===== src/rtl/sfpu_mul_arb.sv =====
// Arbiter and sequencer for the shared 24x24 FPU multiplier. It grants one of two clients,
// drives the DSP from registered operands for LAT cycles, then returns the registered product.
module sfpu_mul_arb #(
  parameter int LAT = 1,
  parameter bit RR  = 1'b1
) (
  input  logic        clk,
  input  logic        rst_n,
  input  logic        req0,
  input  logic [23:0] a0,
  input  logic [23:0] b0,
  output logic        ack0,
  output logic        vld0,
  input  logic        req1,
  input  logic [23:0] a1,
  input  logic [23:0] b1,
  output logic        ack1,
  output logic        vld1,
  output logic [47:0] p_out,
  output logic        busy,
  output logic        gnt_id,
  output logic [23:0] mul_a,
  output logic [23:0] mul_b,
  input  logic [47:0] mul_p
);

  localparam logic [0:0] IDLE     = 1'b0;
  localparam logic [0:0] MUL      = 1'b1;
  localparam logic [1:0] CNT_INIT = 2'(LAT - 1);

  logic [0:0] state;
  logic [1:0] cnt;
  logic       last;
  logic       any_req;
  logic       win;

  assign any_req = req0 | req1;

  // On a tie, round-robin favours whoever did not win last; fixed priority favours requester 0.
  always_comb begin
    win = 1'b0;
    if (req0 && req1) begin
      win = RR ? ~last : 1'b0;
    end else begin
      win = req1;
    end
  end

  always_ff @(posedge clk or negedge rst_n) begin
    if (!rst_n) begin
      state  <= IDLE;
      cnt    <= 2'd0;
      last   <= 1'b1;
      busy   <= 1'b0;
      gnt_id <= 1'b0;
      ack0   <= 1'b0;
      ack1   <= 1'b0;
      vld0   <= 1'b0;
      vld1   <= 1'b0;
      p_out  <= 48'd0;
      mul_a  <= 24'd0;
      mul_b  <= 24'd0;
    end else begin
      ack0 <= 1'b0;
      ack1 <= 1'b0;
      vld0 <= 1'b0;
      vld1 <= 1'b0;
      if (state == IDLE) begin
        if (any_req) begin
          state  <= MUL;
          busy   <= 1'b1;
          cnt    <= CNT_INIT;
          gnt_id <= win;
          last   <= win;
          mul_a  <= win ? a1 : a0;
          mul_b  <= win ? b1 : b0;
          ack0   <= ~win;
          ack1   <= win;
        end
      end else begin
        // The capture edge never grants, so a still-held request waits one more cycle.
        if (cnt != 2'd0) begin
          cnt <= cnt - 2'd1;
        end else begin
          p_out <= mul_p;
          vld0  <= ~gnt_id;
          vld1  <= gnt_id;
          busy  <= 1'b0;
          state <= IDLE;
        end
      end
    end
  end

endmodule


===== config.mk =====
export PLATFORM = sky130hd
export DESIGN_NAME = sfpu_mul_arb
export DESIGN_NICKNAME = d
export VERILOG_FILES = /design/src/rtl/sfpu_mul_arb.sv
export SDC_FILE = /design/constraint.sdc
export NUM_CORES = 1
export LEC_CHECK = 0
export BUFFER_PORTS_ARGS = -buffer_cell sky130_fd_sc_hd__buf_2
export CORE_ASPECT_RATIO = 1.25
export CORE_MARGIN = 2
export CORE_UTILIZATION = 27
export CTS_CLUSTER_DIAMETER = 50
export DETAILED_ROUTE_END_ITERATION = 8
export GPL_TIMING_DRIVEN = 0
export HOLD_SLACK_MARGIN = 0.08
export SETUP_SLACK_MARGIN = 0.02
export SYNTH_ARGS = -nofsm -noshare
export SYNTH_HDL_FRONTEND = slang
export SYNTH_SLANG_ARGS = --single-unit

===== constraint.sdc =====
create_clock -name clk -period 4.6 [get_ports clk]
set_input_delay 0.69 -clock clk [delete_from_list [all_inputs] [get_ports clk]]
set_output_delay 0.69 -clock clk [all_outputs]
set_load 0.02 [all_outputs]

# After elaboration in Yosys (flattened, before gate mapping)
# Index checks and enable logic that the tools add are counted.
# word_totals
register_bits	106
latch_bits	0
ram_bits	0
mem_bits_ro	0
inputBits	148
output_inout_bits	102
memories	0
# classes
addsub	1
multipliers	0
div	0
order_cmp	0
eq_ne	2
shifts	0
n_mux	20
bitwise_logic	6
n_reduce_logical	7
# ops
op	count
2-to-1 mux 24 bit	2
2-to-1 mux 1 bit	15
AND reduction 2 bit	4
2-to-1 mux 2 bit	3
inverter 1 bit	5
nonzero test 2 bit	2
inequality test 2 x 1 -> 1 bit, second input constant	1
inequality test 2 bit, second input constant	1
subtractor 2 x 1 -> 2 bit, second input constant	1
logical AND 1 bit	1
OR 1 bit	1

# Depth between registers and ports, before layout
# Gate-level depths: netlist of run 1.
# logic_depth
depth_word	5
ltp_mapped	6
mapped_depth_nobuf	5

# Worst setup path before layout of run 1
# OpenSTA, ideal clock, no wires.
# synth_timing
path_kind	input port to flip-flop
startpoint	in req1
endpoint	reg mul_a[10]
arrival_time_ns	1.575
path_slack_ns	2.899
path_stages	5
path_cell_list	a21bo_2 -> nor2_2 -> buf_2 -> buf_6 -> a221o_1
# synth_between
elab_chain_len	3
elab_cells_between_ends	5
cone_classes	2 x mux; 1 x bitwise; 2 x reduce/logical
# synth_lines
element	line	text
start: declaration	14	input logic req1,
logical AND 1 bit	42	if (req0 && req1) begin
2-to-1 mux 1 bit	42	
2-to-1 mux 24 bit	75	mul_a <= win ? a1 : a0;
end signal: assignment	75	
end: declaration	22	output logic [23:0] mul_a,
# Several ways; a longest one is shown, not always the timed one.
# A chain may end at the register's enable or synchronous reset.

# Worst setup path in the final report of run 1
# layout_timing
startpoint	in req1
endpoint	reg mul_a[18]
# The elaborated chain is that of the path after synthesis.

==> run_results.csv, run 1 <==
group,metric,value,unit
outcome,run_status,"completed",
critical_path,reg2reg_from,"cnt[0]",
clock_tree,clock-sinks,106,
place,detailed_place_hpwl,9030,um
die,placement_rows,51,
die,design.core.area,15400,um^2
route,route.detailed.wl_per_inst,14.9,um
flow_run,max-cap-violations,0,
critical_path,cp.required,4.88,ns
clock_tree,cts_made_buffers,9,
clock_tree,holdBufCountCts,0,
grt,aggregate_global_routing_overflow,0,
final_layout,drive_gt1_frac,0.581,
grt,grt_antenna_before_repair,0,
place,gp_congestion,0.763,
power_and_ir_drop,power_density,464,nW/um^2
critical_path,r2r-end,"p_out[7]",
route,antenna_left,0,
critical_path,rr_worst_depth,6,
critical_path,crit_type,"input pin to register",
route,detail_route.first_pass.iterations,4,
sta,finalCritPeriodShare,0.378,
critical_path,critical_path.slowest_cell,"sky130_fd_sc_hd__o21bai_1",
critical_path,crit_chain,"buf_2 -> o21bai_1 -> clkbuf_1 -> and2_1 -> a221o_1",
critical_path,critPathMaxFanout,10,
final_layout,antenna_cells_inserted,0,
synth,postSynth.topFlopCell,"sky130_fd_sc_hd__dfrtp_1",
clock_tree,post_cts_resized,0,
hold_path,class_of_the_worst_hold_path,"input pin to async pin",
critical_path,timing.critical_path.depth,5,
critical_path,cp_data_arrival_time,2.01,ns
route,detail_route.wirelength,11500,um
sta,timing.final.crit_period,1.74,ns
clock_tree,cts_root_buffer,"sky130_fd_sc_hd__clkbuf_16",
sta,timing.hold.ws,0.387,ns
clock_tree,cts_max_path_buffers,2,
clock_tree,clk_latency,0.34,ns
final_layout,final_cell_mix,"sky130_fd_sc_hd__buf_2, sky130_fd_sc_hd__dfrtp_1, sky130_fd_sc_hd__a221o_1",
sta,final_max_slew_viol_count,0,
grt,groute.usage.overall,0.134,
grt,via_count_of_the_first_global_routing_pass,3527,
synth,synth_seq_cells,106,
clock_tree,cts_setup_buffers,0,
sta,clock.fmax,575,MHz
sta,final_hold_violation_count,0,
die,floorplan.initialDensity,0.275,
power_and_ir_drop,p_leak,0.00306,uW
route,vias_per_cell,4.41,
synth,ys_seq_area_frac,0.626,
grt,grt_first_pass_wirelength,17400,um
sta,final_critical_path_setup_slack,2.86,ns
sta,fin_setup_tns,0,ns
sta,timing.slew.headroom,0.519,
die,die_boundary_width,116,um
clock_tree,clk_pin_slew,0.07,ns
sta,worst_slew_pin_slew,0.722,ns
critical_path,setup.worst_path.end_class,"register",
route,via_count,3411,
sta,setup_viol,0,
synth,synth-edff-count,0,
critical_path,timing.critical_path.max_delay_family,"compound AO/OA/AOI/OAI gates",
die,dieHeight,144,um
clock_tree,htree_levels,3,
power_and_ir_drop,worst_vdd_drop,0.165,mV
critical_path,critical_path_buf_inv_count,2,
sta,fin_worst_skew,0.00712,ns
route,drt_drc_violations_left,0,
route,drt_iter0_drc,102,
critical_path,cp_slowest_stage_delay,0.50,ns
final_layout,num-nets-final,706,
sta,grt_setup_unrepaired,"no",
final_layout,area_delta_synth_final,43.7,%
critical_path,startpoint,"req1",
clock_tree,cts_tree,"done",
synth,mappedNetlistNets,445,
critical_path,crit_end,"mul_a[18]",
final_layout,final_common_cell,"sky130_fd_sc_hd__buf_2",
synth,yosysWarningCount,0,
synth,yosys.cell_types.count,29,
place,io_buffer_count,249,
critical_path,cp-start-kind,"input pin",
synth,synthesis.instances,295,
synth,synth_area_per_cell,14.4,um^2
die,io_pins,250,
die,dieArea,16700,um^2
grt,grt_start_max_net_pins,56,
synth,synthesis.area,4240,um^2
synth,synth-async-reset-ratio,1.00,
place,dp_slack,2.43,ns
critical_path,worst-r2r-setup-slack,2.88,ns
==> worst min path at each step <==
stage	startpoint	to	slack, ns	depth (start not counted)
after floorplan	rst_n	ack0	0.39	0
after global placement	p_out[2]	p_out[2]	0.47	1
after detailed placement	p_out[0]	p_out[0]	0.48	1
after CTS	rst_n	p_out[21]	0.42	1
after global routing	rst_n	p_out[22]	0.44	1
final	rst_n	p_out[22]	0.39	1
==> power breakdown <==
group	internal, uW	switching [uW]
logic	354	471
clock network	458	345
registers	1110	88.0
==> stage by stage <==
step                area [um^2]  total power (uW)  std cells  utilization
floorplan                  4240              1710        295            -
global placement           5750              2030        756        0.372
detailed placement         5780              2050        757        0.374
CTS                        6090              2880        773        0.395
global route               6090              2990        773        0.395
finish                     6090              2830        773        0.395
==> registers in the layout (all words and copies together) (netlist names) <==
signal and count:
last 1, p_out 48, busy 1, state 1
gnt_id 1, ack0 1, cnt 2, vld0 1
ack1 1, mul_a 24, vld1 1, mul_b 24
==> synthesized netlist by cell type, types with 3 or more instances <==
cell type / count / area share
sky130_fd_sc_hd__and2_1: 35 / 0.052
sky130_fd_sc_hd__mux2_2: 44 / 0.12
sky130_fd_sc_hd__buf_2: 8 / 0.0094
sky130_fd_sc_hd__clkbuf_1: 6 / 0.0053
sky130_fd_sc_hd__mux2_1: 4 / 0.011
sky130_fd_sc_hd__and2_0: 11 / 0.016
sky130_fd_sc_hd__buf_4: 3 / 0.0053
sky130_fd_sc_hd__a21oi_1: 3 / 0.0035
sky130_fd_sc_hd__a221o_1: 46 / 0.11
sky130_fd_sc_hd__nor2_1: 4 / 0.0035
sky130_fd_sc_hd__dfrtp_1: 105 / 0.62
==> worst reg2reg max path, stage by stage, from the launching register on <==
cell and delay [ns]:
sky130_fd_sc_hd__dfrtp_1 0.36, sky130_fd_sc_hd__inv_1 0.06, sky130_fd_sc_hd__ha_1 0.20, sky130_fd_sc_hd__nand2_1 0.15, sky130_fd_sc_hd__buf_2 0.29, sky130_fd_sc_hd__buf_6 0.20, sky130_fd_sc_hd__mux2_2 0.35
==> area by class of cell <==
class / instances / area, um^2
clock buffer: 12 / 256
clock inverter: 4 / 56.3
buffer: 20 / 111
multi-input combinational: 167 / 1470
timing repair buffer: 250 / 1280
fill: 1544 / 9350
tap: 212 / 265
inverter: 2 / 7.51
sequential: 106 / 2650
==> logic make-up (layout without fill, tap and decap cells) <==
family,after synthesis,count (layout),share of synthesized area
muxes,50,50,0.132
DFF,106,106,0.626
adders and majority gates,2,2,0.00590
buffers and inverters,22,288,0.0280
AOI/OAI and AO/OA,56,56,0.125
and+or+nand+nor,59,59,0.0832
==> routing by layer <==
metal  part of all wire  vias to the layer above  global-route usage
li1                   -                     1602                   -
met1               0.40                     1631               0.159
met2               0.50                      170               0.235
met3              0.085                        8              0.0402
met4              0.011                        0              0.0370
met5                  0                        -                   0
No activity file was read; power rests on OpenSTA's default activity.
==> inputs of run 2 (changes only) <==
--- a/config.mk
+++ b/config.mk
@@ -5,6 +5,7 @@
 export SDC_FILE = /design/constraint.sdc
 export NUM_CORES = 1
 export LEC_CHECK = 0
+export ABC_AREA = 1
 export BUFFER_PORTS_ARGS = -buffer_cell sky130_fd_sc_hd__buf_2
 export CORE_ASPECT_RATIO = 1.25
 export CORE_MARGIN = 2
==> constraint.sdc (replaced) <==
create_clock -name clk -period 1.7 [get_ports clk]
set_input_delay 0.255 -clock clk [delete_from_list [all_inputs] [get_ports clk]]
set_output_delay 0.255 -clock clk [all_outputs]
set_load 0.02 [all_outputs]
==> run 2 against run 1 <==
  * Final area up 6.7%
  * Sequential share of layout area down 2.7 points
  * Register-to-register slack worse by 2.7 ns
  * Hold slack worse by 0.25 ns
  * Combinational power rose to 8.0 times the previous value
  * Core utilization down 0.70 points
  * Non-clock buffer count up 27
  * First-iteration DRC count rose to 3.0 times the previous value
  * Clock power rose to 2.8 times the previous value
  * Flip-flop and latch count unchanged
  * Clock-buffer cell count up 2
  * Wire length up 39%
  * Largest cell class unchanged
  * Largest power group is now combinational cells
==> run_results.csv, run 2 <==
group,metric,value,unit
critical_path,cp_data_arrival_time,1.83,ns
sta,clock.fmax,646,MHz
route,antenna_left,0,
grt,grt_start_max_net_pins,72,
final_layout,num-nets-final,936,
hold_path,hold-path-endpoint,"mul_a[10]",
final_layout,fillerInstances,1758,
place,io_buffer_count,248,
clock_tree,clk_pin_slew,0.07,ns
power_and_ir_drop,p_leak,0.00356,uW
sta,final_critical_path_setup_slack,0.152,ns
final_layout,flip_flop_count_of_the_largest_register_all_copies_and_words_added,48,
synth,synth-edff-count,0,
critical_path,reg2reg_from,"cnt[0]",
synth,synth_area_per_cell,8.81,um^2
sta,worst_slew_pin_slew,0.521,ns
sta,timing.slew.headroom,0.653,
die,dieArea,18200,um^2
place,gp_congestion,0.777,
critical_path,rr_worst_depth,6,
route,drt_drc_violations_left,0,
critical_path,r2r-end,"p_out[37]",
grt,grt_first_pass_wirelength,24600,um
synth,synth-async-reset-ratio,1.00,
critical_path,crit_type,"register to register",
place,detailed_place_hpwl,12000,um
critical_path,cp-start-kind,"register",
place,place.detailed.instances,994,
sta,setup_viol,0,
synth,yosys.cell_types.count,20,
route,drt_iter0_drc,306,
synth,synthesis.area,4630,um^2
route,detail_route.wirelength,16000,um
power_and_ir_drop,p_total,13300,uW
final_layout,final_cells,1011,
sta,final_max_slew_viol_count,0,
sta,finalCritPeriodShare,0.910,
final_layout,drive_gt1_frac,0.375,
clock_tree,clk_latency,0.34,ns
critical_path,critPathMaxFanout,10,
synth,yosys-top-cells-count,"sky130_fd_sc_hd__nand2_1, sky130_fd_sc_hd__nand3_1, sky130_fd_sc_hd__dfrtp_1, sky130_fd_sc_hd__nand4_1, sky130_fd_sc_hd__buf_2",
synth,netlist.area_leader.share,0.568,
die,dieHeight,150,um
clock_tree,htree_levels,3,
final_layout,reg_top3,"p_out: 48 flops, mul_a: 24 flops, mul_b: 24 flops",
sta,timing.final.crit_period,1.55,ns
sta,fin_worst_skew,0.00600,ns
power_and_ir_drop,power_density,2040,nW/um^2
synth,synthesis.instances,525,
sta,grt_setup_unrepaired,"no",
critical_path,setup.worst_path.end_class,"register",
grt,groute.usage.overall,0.175,
outcome,run_status,"completed",
grt,grt_antenna_before_repair,1,
final_layout,area_delta_synth_final,40.5,%
grt,via_count_of_the_first_global_routing_pass,4675,
hold_path,class_of_the_worst_hold_path,"input pin to register",
final_layout,most_flops_register,"p_out",
synth,mappedNetlistNets,675,
final_layout,antenna_cells_inserted,0,
hold_path,worstHoldPathCells,3,
clock_tree,cts_made_buffers,9,
synth,yosysWarningCount,0,
critical_path,worst-r2r-setup-slack,0.15,ns
route,detail_route.first_pass.iterations,6,
sta,final_hold_violation_count,0,
clock_tree,cts_root_buffer,"sky130_fd_sc_hd__clkbuf_16",
die,floorplan.initialDensity,0.276,
final_layout,finalCoreUtilization,0.388,
route,route.detailed.wl_per_inst,15.8,um
synth,postSynth.topFlopCell,"sky130_fd_sc_hd__dfrtp_1",
route,via_count,4704,
flow_run,max-cap-violations,0,
power_and_ir_drop,worst_vdd_drop,0.732,mV
clock_tree,clock-sinks,106,
die,placement_rows,53,
final_layout,final_common_cell,"sky130_fd_sc_hd__buf_2",
sta,fin_setup_tns,0,ns
synth,yosys-top-cells-area,"sky130_fd_sc_hd__dfrtp_1, sky130_fd_sc_hd__nand3_1, sky130_fd_sc_hd__nand2_1",
synth,ys_seq_area_frac,0.574,
synth,synth_most_common_cell,"sky130_fd_sc_hd__nand2_1",
synth,synth_seq_cells,106,
die,design.core.area,16800,um^2
clock_tree,cts_max_path_buffers,2,
route,vias_per_cell,4.65,
clock_tree,cts_tree,"done",
synth,synthDominantAreaCellType,"sky130_fd_sc_hd__dfrtp_1",
die,io_pins,250,
final_layout,final_cell_mix,"sky130_fd_sc_hd__buf_2, sky130_fd_sc_hd__nand2_1, sky130_fd_sc_hd__nand3_1",
place,dp_slack,0.0947,ns
die,die_boundary_width,121,um
critical_path,cp.required,1.98,ns
hold_path,hold_path_startpoint,"a0[10]",
grt,aggregate_global_routing_overflow,0,
## run 2: logic make-up (layout without fill, tap and decap cells)
| kind of cell | Yosys count | after routing | share of synthesized area |
|---|---|---|---|
| flops | 106 | 106 | 0.574 |
| simple gates | 357 | 357 | 0.356 |
| buf+inv | 56 | 322 | 0.0592 |
| compound gates | 4 | 4 | 0.00568 |
| fa+ha+maj | 2 | 2 | 0.00541 |
## run 2: cell type report
class / instances / area (um^2) / share of cell area
Sequential cell: 106 / 2650 / 0.408
Clock buffer: 14 / 254 / 0.0391
Clock inverter: 2 / 60.1 / 0.00924
Timing Repair Buffer: 250 / 1280 / 0.198
Inverter: 9 / 33.8 / 0.00520
Tap cell: 220 / 275 / 0.0423
Buffer: 47 / 241 / 0.0371
Multi-Input combinational cell: 363 / 1700 / 0.261
## run 2: worst max-delay path, stage by stage, from the launching register on
cell and delay [ns]:
sky130_fd_sc_hd__dfrtp_1 0.38, sky130_fd_sc_hd__inv_1 0.10, sky130_fd_sc_hd__ha_1 0.27, sky130_fd_sc_hd__buf_2 0.25, sky130_fd_sc_hd__buf_2 0.28, sky130_fd_sc_hd__nand3_1 0.11, sky130_fd_sc_hd__nand2_1 0.10
## run 2: worst max path at each step
stage | from | to | cells after the start
6_report | cnt[0] | p_out[37] | 6
5_1_grt | cnt[0] | p_out[38] | 6
4_1_cts | last | mul_a[1] | 5
3_5_place_dp | last | mul_a[1] | 5
3_3_place_gp | rst_n | mul_b[11] | 1
2_1_floorplan | cnt[0] | p_out[36] | 7
## run 2: power breakdown
part	internal [uW]	switching, uW	total [uW]
Sequential	3780	609	4390
Combinational	2120	4490	6610
Clock	1340	934	2270
## run 2: timing repair
action / in CTS / in global routing
setup buffers: 0 / 0
endpoints found under the setup margin: 0 / 2
gates resized for setup: 0 / 2
hold buffers: 1 / 0
hold endpoints to repair: 35 / 0
## run 2: metal layers
layer	share of wire	vias up	GRT usage
met5	0.00069	-	0
met4	0.019	2	0.0645
met3	0.081	19	0.0432
met2	0.48	199	0.292
met1	0.42	2182	0.218
li1	-	2302	-
## run 2: stage by stage
step	hold slack, ns	instance area, um^2
floorplan	-0.0406	4630
global placement	0.450	6140
detailed placement	0.186	6180
CTS	0.122	6500
global route	0.129	6500
finish	0.134	6500
